--- src/rtl/dma_word_copier.sv ---
// rtl/dma_word_copier.sv - single-channel DMA word copier on a dmem-style master port
//
// Ports:
//   clk, rst_n           clock (rising edge), asynchronous active-low reset
//   cfg_we/addr/wdata    register write strobe, byte address ([3:2] selects), write data
//   cfg_rdata            combinational register read data for cfg_addr
//   irq                  one-cycle pulse when a transfer ends (done or error)
//   busy                 high while copying; requests the shared dmem port
//   dmem_*               memory master port (word-sized requests only)
//   mem_fault            memory fault; aborts an active transfer
//
// Register map: 0x0 SRC, 0x4 DST, 0x8 LEN, 0xC CTRL (wr bit0 start) / STATUS (busy, done, error)
module dma_word_copier #(
  parameter int LEN_W = 16
) (
  input  logic        clk,
  input  logic        rst_n,
  input  logic        cfg_we,
  input  logic [3:0]  cfg_addr,
  input  logic [31:0] cfg_wdata,
  output logic [31:0] cfg_rdata,
  output logic        irq,
  output logic        busy,
  output logic [31:0] dmem_addr,
  output logic [31:0] dmem_write_data,
  output logic [1:0]  dmem_size,
  output logic        dmem_read_en,
  output logic        dmem_write_en,
  input  logic [31:0] dmem_read_data,
  input  logic        dmem_ready,
  input  logic        mem_fault
);

  typedef enum logic [1:0] {
    S_IDLE = 2'd0,
    S_RD   = 2'd1,
    S_CAP  = 2'd2,
    S_WR   = 2'd3
  } state_t;

  state_t state, state_nx;

  logic [31:0]      src_reg, dst_reg;
  logic [LEN_W-1:0] len_reg;
  logic [31:0]      src_p, dst_p;
  logic [LEN_W-1:0] count;
  logic [31:0]      data_buf;
  logic             done, error;
  logic [31:0]      len_ext;

  logic start, misaligned, start_ok, last_word;
  logic unused_cfg_addr;

  assign unused_cfg_addr = ^cfg_addr[1:0];

  assign busy       = (state != S_IDLE);
  assign start      = cfg_we && (cfg_addr[3:2] == 2'b11) && cfg_wdata[0] && !busy;
  assign misaligned = (src_reg[1:0] != 2'b00) || (dst_reg[1:0] != 2'b00);
  assign start_ok   = start && !misaligned && (len_reg != '0);
  assign last_word  = (count == LEN_W'(1));
  assign dmem_size  = 2'b10;

  always_comb begin
    len_ext = '0;
    len_ext[LEN_W-1:0] = len_reg;
    cfg_rdata = '0;
    case (cfg_addr[3:2])
      2'b00:   cfg_rdata = src_reg;
      2'b01:   cfg_rdata = dst_reg;
      2'b10:   cfg_rdata = len_ext;
      default: cfg_rdata = {29'd0, error, done, busy};
    endcase
  end

  // Next state. A fault in any active state wins over normal progress.
  always_comb begin
    state_nx = state;
    case (state)
      S_IDLE: if (start_ok) state_nx = S_RD;
      S_RD: begin
        if (mem_fault)       state_nx = S_IDLE;
        else if (dmem_ready) state_nx = S_CAP;
      end
      S_CAP: begin
        if (mem_fault) state_nx = S_IDLE;
        else           state_nx = S_WR;
      end
      S_WR: begin
        if (mem_fault)       state_nx = S_IDLE;
        else if (dmem_ready) state_nx = last_word ? S_IDLE : S_RD;
      end
      default: state_nx = S_IDLE;
    endcase
  end

  // Port outputs: requests are gated by ready so a stalled cycle issues nothing.
  always_comb begin
    dmem_addr       = '0;
    dmem_write_data = '0;
    dmem_read_en    = 1'b0;
    dmem_write_en   = 1'b0;
    case (state)
      S_RD: begin
        dmem_addr    = src_p;
        dmem_read_en = dmem_ready;
      end
      S_WR: begin
        dmem_addr       = dst_p;
        dmem_write_data = data_buf;
        dmem_write_en   = dmem_ready;
      end
      default: ;
    endcase
  end

  always_ff @(posedge clk or negedge rst_n) begin
    if (!rst_n) begin
      state    <= S_IDLE;
      src_reg  <= '0;
      dst_reg  <= '0;
      len_reg  <= '0;
      src_p    <= '0;
      dst_p    <= '0;
      count    <= '0;
      data_buf <= '0;
      done     <= 1'b0;
      error    <= 1'b0;
      irq      <= 1'b0;
    end else begin
      state <= state_nx;
      irq   <= 1'b0;
      if (state == S_IDLE) begin
        // Programming registers only while idle; the working copies are separate.
        if (cfg_we) begin
          case (cfg_addr[3:2])
            2'b00:   src_reg <= cfg_wdata;
            2'b01:   dst_reg <= cfg_wdata;
            2'b10:   len_reg <= cfg_wdata[LEN_W-1:0];
            default: ;
          endcase
        end
        if (start) begin
          done  <= 1'b0;
          error <= 1'b0;
          if (misaligned) begin
            error <= 1'b1;
            irq   <= 1'b1;
          end else if (len_reg == '0) begin
            done <= 1'b1;
            irq  <= 1'b1;
          end else begin
            src_p <= src_reg;
            dst_p <= dst_reg;
            count <= len_reg;
          end
        end
      end else if (mem_fault) begin
        error <= 1'b1;
        irq   <= 1'b1;
      end else begin
        if (state == S_CAP) data_buf <= dmem_read_data;
        if (state == S_WR && dmem_ready) begin
          src_p <= src_p + 32'd4;
          dst_p <= dst_p + 32'd4;
          count <= count - LEN_W'(1);
          if (last_word) begin
            done <= 1'b1;
            irq  <= 1'b1;
          end
        end
      end
    end
  end

endmodule

--- config.mk ---
export PLATFORM = sky130hd
export DESIGN_NAME = dma_word_copier
export DESIGN_NICKNAME = d
export VERILOG_FILES = /design/src/rtl/dma_word_copier.sv
export SDC_FILE = /design/constraint.sdc
export NUM_CORES = 1
export LEC_CHECK = 0
export ABC_AREA = 1
export BUFFER_PORTS_ARGS = -buffer_cell sky130_fd_sc_hd__buf_2
export CORE_ASPECT_RATIO = 0.6
export CORE_UTILIZATION = 50
export DETAILED_ROUTE_END_ITERATION = 12
export PLACE_DENSITY = 0.72
export SETUP_SLACK_MARGIN = 0.05
export SYNTH_ARGS = -nofsm -noshare
export SYNTH_HDL_FRONTEND = slang
export SYNTH_SLANG_ARGS = --single-unit
--- constraint.sdc ---
create_clock -name clk -period 2.2 [get_ports clk]
set_input_delay 0.11 -clock clk [delete_from_list [all_inputs] [get_ports clk]]
set_output_delay 0.11 -clock clk [all_outputs]
set_load 0.03 [all_outputs]
==> metrics, run 1 <==
unrepaired setup endpoints after global routing=no; Max Cap Viol=0; top cells by count, synth=nand2_1 (559), inv_1 (208), dfrtp_1 (197); WL per Instance=17.7 um; Compound-Gate Fraction of Synth Area=13.5%; CP Buf/Inv Count=2; routability cong.=0.968; Buffers on Ports=170; Required @ worst endpoint=2090 ps; Post-Syn Nets=1744; CTS Buffer Depth=2; Post-route DRC=0; fillers=2011; Sum Neg Setup Slack=0 ps; Die Ht=118 um; Reg power frac=36.0%; Via Count=11900; Top FF cell, synth=dfrtp_1; Layout area overhead=22.3%; M1 WL=18.3 mm; antenna cells=0; Ys Warns=0; critical path's largest stage delay=520 ps; Hold Crit Class=input port to flop; area share of the leading cell type in the synthesized netlist=43.8%; largest family of logic cells by synthesized area=simple AND/OR/NAND/NOR gates; Crit. End Element=primary output; router iterations before antenna repair=6; Syn Area/Cell=6.76 um^2; DP HPWL=27.9 mm; WP data arrival=1950 ps; XOR/XNOR share of the synthesized area=0.544%; Tmin final=2060 ps; max-slew violation count=0; share of synthesized registers carrying an async set or reset=100%; Net Sw Frac=47.7%; drt initial violations=1408; H-tree levels=4; Starting Density=51.0%; proportion of layout cells with a drive suffix above 1=13.0%; CTS clk-pin slew, worst paths=80 ps; internal power=9750 uW; largest area contributor in the netlist=dfrtp_1; Detail Route Antenna Nets=0; Chip Width=196 um; area of the core=22100 um^2; Final Hold Viols=0; register area share after synthesis=43.8%; Slowest-stage cell, CP=dfrtp_1; Final Setup Violations=0; worst-path cell chain=nand2_2 -> buf_12 -> o22ai_1 -> buf_2; Setup CP Type=flop to primary output; synth unique cells=34; total die area=23200 um^2; fin crit share=93.4%; Hold Path Depth=3; relative slew slack=37.6%; Clk network pwr share=18.4%; Worst VDD drop=0.785 mV; met3 wire len=4.74 mm; LEAKAGE=0.00687 uW; antenna violations before repair=0; Root Buffer=clkbuf_16; drt total wl=38.4 mm; WL met2=14.9 mm; Post-synth EDFFs=0; sw power=8900 uW; vias in the first global route=10800; number of buffers created by CTS=17; Reg2Reg Depth=6; ranking of synthesized cells by area=dfrtp_1 (44%), nand2_1 (19%), o21ai_0 (8.0%), inv_1 (6.9%), nor2_1 (5.9%); first-pass GRT wire length=60.5 mm; All-Layer GR Usage=34.5%; Logic pwr share=45.6%; fin nets=1947; Mapped Area=11300 um^2; Highest Signal Layer=met4; CP Depth=4; PwrDens=1350 nW/um^2; status=complete, no violations; I/O pin cnt=175; clk sink count=197; TritonCTS clock tree=done; vias per cell=5.49; Post-CTS Setup Inserts=0; Max Fanout on Critical Path=63; WHS=8.70 ps; fmax=487 MHz; count leader, synth=nand2_1; mux contribution to synthesized area=0%; Slew @ Worst Pin=935 ps; Layout Skew=13.4 ps; startpoint types=flop; CP top delay family=flip-flops; Syn Inst Count=1667; adder-cell share of the synthesized area=0.444%; num rows=42; Seq cells post-synth=197; clk_lat worst skew=470 ps; grt ovf=0; largest net degree at the start of global routing=92; simple-gate share of the synthesized area=31.8%
## worst register-to-register path, stage by stage (launching register included)
cell and delay (ps):
dfrtp_1 480, nor2_4 210, buf_6 410, nor3_1 100, nand3_1 100, nand2_1 50
dlygate4sd3_1 550
## what timing repair did
action	in CTS	in global routing
gates resized for setup	0	3
hold buffers	65	0
hold endpoints to repair	160	0
setup endpoints to repair	0	3
## kinds of logic (layout without fill, tap and decap cells)
logic type / count (synthesis) / after routing
buf+inv: 284 / 500
flops: 197 / 197
compound gates: 281 / 281
fa+ha+maj: 4 / 4
simple gates: 892 / 892
xor+xnor: 7 / 7
other cells: 2 / 2
## through the flow
stage | total power (uW) | util [%] | cells | area, um^2 | setup WS, ps
2_1_floorplan | 12000 | - | 1667 | 11300 | 374
3_3_place_gp | 14600 | 56.5 | 2072 | 12500 | 269
3_5_place_dp | 14900 | 56.5 | 2072 | 12500 | 272
4_1_cts | 18400 | 62.3 | 2169 | 13800 | 71.7
5_1_grt | 20000 | 62.4 | 2169 | 13800 | 59.5
6_report | 18700 | 62.4 | 2169 | 13800 | 145
## layout make-up
cell class	instances	area, um^2	area share (%)
tap	286	358	2.60
timing repair buffer	257	1800	13.1
inverter	211	792	5.75
sequential	197	4930	35.8
clock buffer	19	453	3.29
clock inverter	13	189	1.37
multi-input combinational	1186	5250	38.1
## final timing paths
path                            slack, ps  startpoint       endpoint
worst max register to register        180    state[0]       state[1]
worst min register to register        480    src_p[0]       src_p[0]
worst max-delay path                  140    state[0]  dmem_addr[13]
worst min-delay path                    9      cfg_we     dst_reg[0]
min in group asynchronous             200       rst_n      dst_p[10]
max in group asynchronous            1310       rst_n   data_buf[29]
## power by group through the flow
stage | logic [uW] | registers (uW) | clock network [uW]
4_1_cts | 8320 | 6640 | 3470
2_1_floorplan | 5790 | 6180 | 0
5_1_grt | 9450 | 6900 | 3610
3_3_place_gp | 7990 | 6650 | 0
3_5_place_dp | 8200 | 6690 | 0
6_report | 8500 | 6720 | 3430
## layer usage
layer | track usage, % | vias up
li1 | - | 5685
met1 | 54.5 | 5590
met2 | 45.4 | 608
met3 | 10.9 | 32
met4 | 6.54 | 0
met5 | 0 | -
## cell usage in the layout, fill, tap and decap left out, types with 3 or more instances in the layout
master,netlist,layout
xnor2_1,3,3
nand3_2,1,3
clkbuf_16,0,17
dlygate4sd3_1,0,65
nand2_1,559,559
inv_8,0,4
o221ai_1,7,7
o21ai_1,31,31
inv_2,2,3
dfrtp_1,197,197
xor2_1,4,4
o21ai_0,180,180
bufinv_16,0,3
a22o_1,3,3
or2_2,5,5
a21oi_1,9,9
buf_2,14,169
o22ai_1,44,42
nand4_1,9,9
nor2_1,178,178
clkbuf_8,0,3
buf_4,10,11
ha_1,4,4
nand3_1,131,129
inv_1,208,207
buf_12,0,10
nand2_2,3,3
(Power assumes the default switching activity.)
==> inputs of run 2 (changes only) <==
- CORE_UTILIZATION: 50 -> 24
- PLACE_DENSITY: 0.72 -> unset
- clock period: 2.2 -> 1.7 ns (I/O delays scaled with it)
==> run 2 against run 1 <==
Effect of this change:
- the run now ends with negative setup slack left
- critical path depth grew 7
- register-to-register slack lost 440 ps
- sequential share of layout area shrank 8.5 points
- first-iteration DRC count grew 5.3%
- flip-flop and latch count is the same
- clock skew grew 9.7 ps
- worst hold slack gained 56 ps
==> metrics, run 2 (same netlist as run 1, synthesis figures left out) <==
fmax=510 MHz; number of buffers created by CTS=17; Die Ht=170 um; Layout area overhead=60.4%; worst reg2reg startpoint=state[1]; startpoint types=flop; Crit. End Element=flop; antenna cells=0; clk sink count=197; status=finished with violations; Via Count=13200; Buffers on Ports=170; total die area=47800 um^2; Reg2Reg Depth=11; first-pass GRT wire length=70.1 mm; most common cell after layout, fill and taps aside=nand2_1; vias per cell=4.93; setup ws final=-260 ps; LEAKAGE=0.00841 uW; most frequent cells in the layout=nand2_1 (443), inv_1 (205), dfrtp_1 (195); Slew @ Worst Pin=513 ps; router iterations before antenna repair=6; Setup CP Type=flop to flop; total power=31600 uW; I/O pin cnt=175; fin crit share=115%; relative slew slack=65.7%; CP Capture Point=src_p[8]; largest net degree at the start of global routing=66; Worst R2R End=src_p[8]; num rows=61; PwrDens=1750 nW/um^2; Final Setup Violations=222; Worst VDD drop=1.02 mV; WL per Instance=19.7 um; Max Fanout on Critical Path=8; unrepaired setup endpoints after global routing=yes; vias in the first global route=11600; Post-route DRC=0; Starting Density=24.3%; CTS Buffer Depth=2; antenna violations before repair=1; proportion of layout cells with a drive suffix above 1=32.7%; routability cong.=0.928; max-slew violation count=0; area post-placement=13500 um^2; area of the core=46300 um^2; drt total wl=52.8 mm; drt initial violations=1482; Max Cap Viol=0; CTS clk-pin slew, worst paths=90 ps; WP data arrival=2360 ps; fin nets=2114; Layout Skew=23.1 ps; grt ovf=0; TritonCTS clock tree=done; failing checks=negative setup slack; Final Hold Viols=0; Tmin final=1960 ps; Hold Crit Class=input port to flop; CP startpoint=state[1]; Root Buffer=clkbuf_16; fillers=4701; internal reg-to-reg setup slack=-260 ps; DP HPWL=33.2 mm; design area=18100 um^2; All-Layer GR Usage=19.6%; H-tree levels=4; clk_lat worst skew=480 ps; Required @ worst endpoint=2100 ps; Hold Path Depth=3; Chip Width=282 um; Detail Route Antenna Nets=0; worst slack, placed=-69.2 ps
==> run 2: cell count changes in the layout (fill, tap and decap cells not counted), moves of 24 or more <==
cell       delta
clkbuf_16    +24
nor2_1       -28
o22ai_1      -25
buf_6        +69
o21ai_2      +59
o21ai_0      -94
nand2_2      +69
o21ai_1      +35
nand2_1     -116
buf_2        -71
buf_4       +110
nand2_4      +47
nand3_1      -26
==> run 2: worst max-delay path: stages, from the launching register on <==
cell,delay [ps]
dfrtp_2,450
buf_6,130
nor2_4,170
buf_6,150
nand2_4,60
nand2_4,110
nand2_4,60
nor2_4,200
buf_12,220
clkbuf_16,200
nand2_1,50
o21ai_1,70
==> run 2: worst min path at each step <==
stage	startpoint	to	slack, ps
floorplan	rst_n	count[0]	-210
global placement	rst_n	dst_p[10]	7
detailed placement	rst_n	dst_p[10]	10
CTS	cfg_we	dst_reg[1]	5
global route	cfg_we	dst_reg[1]	60
finish	cfg_we	dst_reg[1]	60
==> run 2: repair_timing <==
| action | in CTS | in global routing |
|---|---|---|
| gates cloned | 13 | 32 |
| pin swaps | 5 | 34 |
| resized for setup | 163 | 461 |
| hold endpoints to repair | 310 | 0 |
| hold buffers | 67 | 0 |
| setup buffers | 34 | 23 |
| endpoints found under the setup margin | 217 | 232 |
==> run 2: metal layers <==
layer	global-route usage, %	part of all wire, %	up-vias
li1	-	-	6055
met1	30.0	46	6448
met2	27.5	43	655
met3	4.02	10	63
met4	4.44	1.2	2
met5	0	0.023	-
==> run 2: metrics by stage <==
stage | TNS, ps | instances | util (%) | hold WS (ps)
6_report | -32890 | 2680 | 39.0 | 64.3
5_1_grt | -44520 | 2680 | 39.0 | 55.6
4_1_cts | -22230 | 2632 | 34.3 | 4.70
3_5_place_dp | -2910 | 2486 | 29.1 | 9.94
3_3_place_gp | -441 | 2486 | 29.1 | 7.41
2_1_floorplan | 0 | 1667 | - | -211
==> run 2: power by group <==
| part | leakage [uW] | internal (uW) | switching, uW |
|---|---|---|---|
| clock | 0.000300 | 2040 | 2400 |
| combinational | 0.00565 | 7450 | 10900 |
| sequential | 0.00247 | 6740 | 2020 |
==> run 2: final cells by class <==
type                       count  area [um^2]  area share, %
clock buffer                  17          425           2.35
clock inverter                15          185           1.03
inverter                     211          797           4.41
multi-input combinational   1187         6560           36.3
sequential                   197         4930           27.3
tap                          630          788           4.36
timing repair buffer         423         4370           24.2
==> inputs of run 3 (changes only) <==
- ABC_AREA: 1 -> unset
==> run 3 against run 2 <==
Effect of this change:
- the run ends with design-rule violations, negative setup slack left
- sequential share of layout area shrank 0.95 points
- wire length shrank 7.6%
- die area shrank 4.7%
- clock-buffer cell count grew 2
- combinational power shrank 60%
==> metrics, run 3 <==
register area share after synthesis=45.9%; largest area contributor in the netlist=dfrtp_1; CTS Buffer Depth=2; Starting Density=24.6%; relative slew slack=55.7%; total die area=45600 um^2; Mapped Area=10700 um^2; antenna cells=0; Tmin final=2230 ps; Detail Route Antenna Nets=0; worst-path cell chain=or4_4 -> or4b_4 -> or3_4 -> a21oi_2 -> a2bb2oi_1; clk sink count=197; Layout Skew=15.1 ps; Final Setup Violations=255; fin crit share=131%; vias in the first global route=11400; fillers=4034; critical path's largest stage delay=560 ps; Die Ht=166 um; fmax=448 MHz; drt total wl=48.8 mm; Worst VDD drop=0.893 mV; share of synthesized registers carrying an async set or reset=100%; Root Buffer=clkbuf_16; Max Fanout on Critical Path=2; FF+latch area=4940 um^2; Buffers on Ports=170; met3 Use GR=6.02%; num rows=59; total power=18600 uW; Slowest-stage cell, CP=or4b_4; CTS clk-pin slew, worst paths=80 ps; vias per cell=5.28; area share of the leading cell type in the synthesized netlist=45.9%; Seq cells post-synth=197; clk_lat worst skew=470 ps; Crit. End Element=flop; LEAKAGE=0.00798 uW; PwrDens=995 nW/um^2; ranking of synthesized cells by area=dfrtp_1 (46%), mux2_2 (12%), mux2i_1 (5.9%), a21oi_1 (4.0%), o21ai_0 (3.0%); grt ovf=0; Layout area overhead=74.6%; failing checks=design-rule violations, negative setup slack; WHS=92.3 ps; Chip Width=275 um; GR peak layer=met1; antenna violations before repair=1; drt initial violations=1346; global routing usage on met2=29.8%; Ys Warns=0; status=finished with violations; Global Route met1 Usage=31.5%; proportion of layout cells with a drive suffix above 1=54.3%; synth unique cells=59; internal reg-to-reg setup slack=-530 ps; unrepaired setup endpoints after global routing=yes; max-slew violation count=0; WL per Instance=22.9 um; routability cong.=0.880; Required @ worst endpoint=2080 ps; TritonCTS clock tree=done; startpoint types=flop; DP HPWL=28.3 mm; first-pass GRT wire length=72.8 mm; Top FF cell, synth=dfrtp_1; Post-Syn Nets=1150; Syn Inst Count=1073; largest net degree at the start of global routing=52; I/O pin cnt=175; router iterations before antenna repair=9; H-tree levels=4; number of buffers created by CTS=17; Syn Area/Cell=10.0 um^2; Final Hold Viols=0; count leader, synth=dfrtp_1; Hold Crit Class=input port to flop; fin nets=1619; most frequent cells in the layout=buf_4 (207), dfrtp_1 (194), buf_2 (99); WP data arrival=2610 ps; most common cell after layout, fill and taps aside=buf_4; All-Layer GR Usage=21.3%; Via Count=11300; setup ws final=-534 ps; Post-route DRC=6; Setup CP Type=flop to flop; Max Cap Viol=0; Slew @ Worst Pin=656 ps; area of the core=43700 um^2; multi-input logic area=7050 um^2; Post-synth EDFFs=0; top cells by count, synth=dfrtp_1 (197), mux2_2 (112), a21oi_1 (86)
==> run 3: cell count changes after synthesis, moves of 100 or more <==
cell	delta
nor2_1	-113
nand3_1	-100
o21ai_0	-115
inv_1	-197
nand2_1	-490
mux2_2	+112
==> run 3: area by class of cell <==
| class | instances | share of cell area (%) |
|---|---|---|
| tap | 579 | 3.87 |
| sequential | 197 | 26.4 |
| clock inverter | 12 | 0.541 |
| multi-input combinational | 777 | 37.6 |
| timing repair buffer | 537 | 28.9 |
| inverter | 12 | 0.294 |
| clock buffer | 19 | 2.36 |
==> run 3: cells by family (layout without fill, tap and decap cells) <==
kind of cell	Yosys count	in the layout	synth area share, %
other	2	2	0.0700
muxes	178	178	18.3
xor gates and xnor gates	1	1	0.0816
buffers and inverters	99	580	3.99
and+or+nand+nor	330	330	16.0
adders and majority gates	4	4	0.466
AOI/OAI and AO/OA	262	262	15.2
DFF	197	197	45.9
==> run 3: path summary, 6_finish.rpt <==
check / depth (start not counted) / to / startpoint
worst max-delay path: 5 / count[13] / count[1]
worst min-delay path: 5 / irq / dmem_ready
worst max register to register: 5 / count[13] / count[1]
worst min register to register: 1 / src_p[0] / src_p[0]
max in group asynchronous: 3 / src_reg[24] / rst_n
min in group asynchronous: 2 / dst_reg[17] / rst_n
==> run 3: where the power goes <==
| part | total, uW | leakage [uW] | internal, uW | switching, uW |
|---|---|---|---|---|
| sequential | 7370 | 0.00246 | 6040 | 1340 |
| combinational | 7290 | 0.00528 | 3910 | 3380 |
| clock | 3970 | 0.000244 | 1930 | 2040 |
| total | 18600 | 0.00798 | 11900 | 6750 |
==> run 3: metal layers <==
metal / vias to the layer above / share of wire, %
met1: 5769 / 48
li1: 4927 / -
met4: 2 / 2.4
met5: - / 0.016
met2: 490 / 42
met3: 80 / 8.0
==> run 3: what timing repair did <==
| action | in CTS | in global routing |
|---|---|---|
| hold buffers | 67 | 0 |
| cloned | 38 | 1 |
| hold endpoints to repair | 313 | 0 |
| buffers inserted | 62 | 20 |
| endpoints found under the setup margin | 266 | 269 |
| resized for setup | 414 | 152 |
| pin swaps | 41 | 39 |
==> run 3: stage by stage <==
step | utilization [%] | setup slack, ps | cell area [um^2] | std cells | TNS, ps
floorplan | - | -550 | 11400 | 1073 | -3250
global placement | 32.4 | -609 | 14200 | 1945 | -55070
detailed placement | 32.4 | -650 | 14200 | 1945 | -59370
CTS | 42.2 | -504 | 18400 | 2141 | -73310
global route | 42.9 | -582 | 18700 | 2133 | -75840
finish | 42.9 | -534 | 18700 | 2133 | -63200
==> run 3: critical path: cells and delay by family (launching register included) <==
| kind | cells | cell delay, ps |
|---|---|---|
| AOI/OAI and AO/OA | 2 | 300 |
| DFF | 1 | 390 |
| and+or+nand+nor | 3 | 1470 |
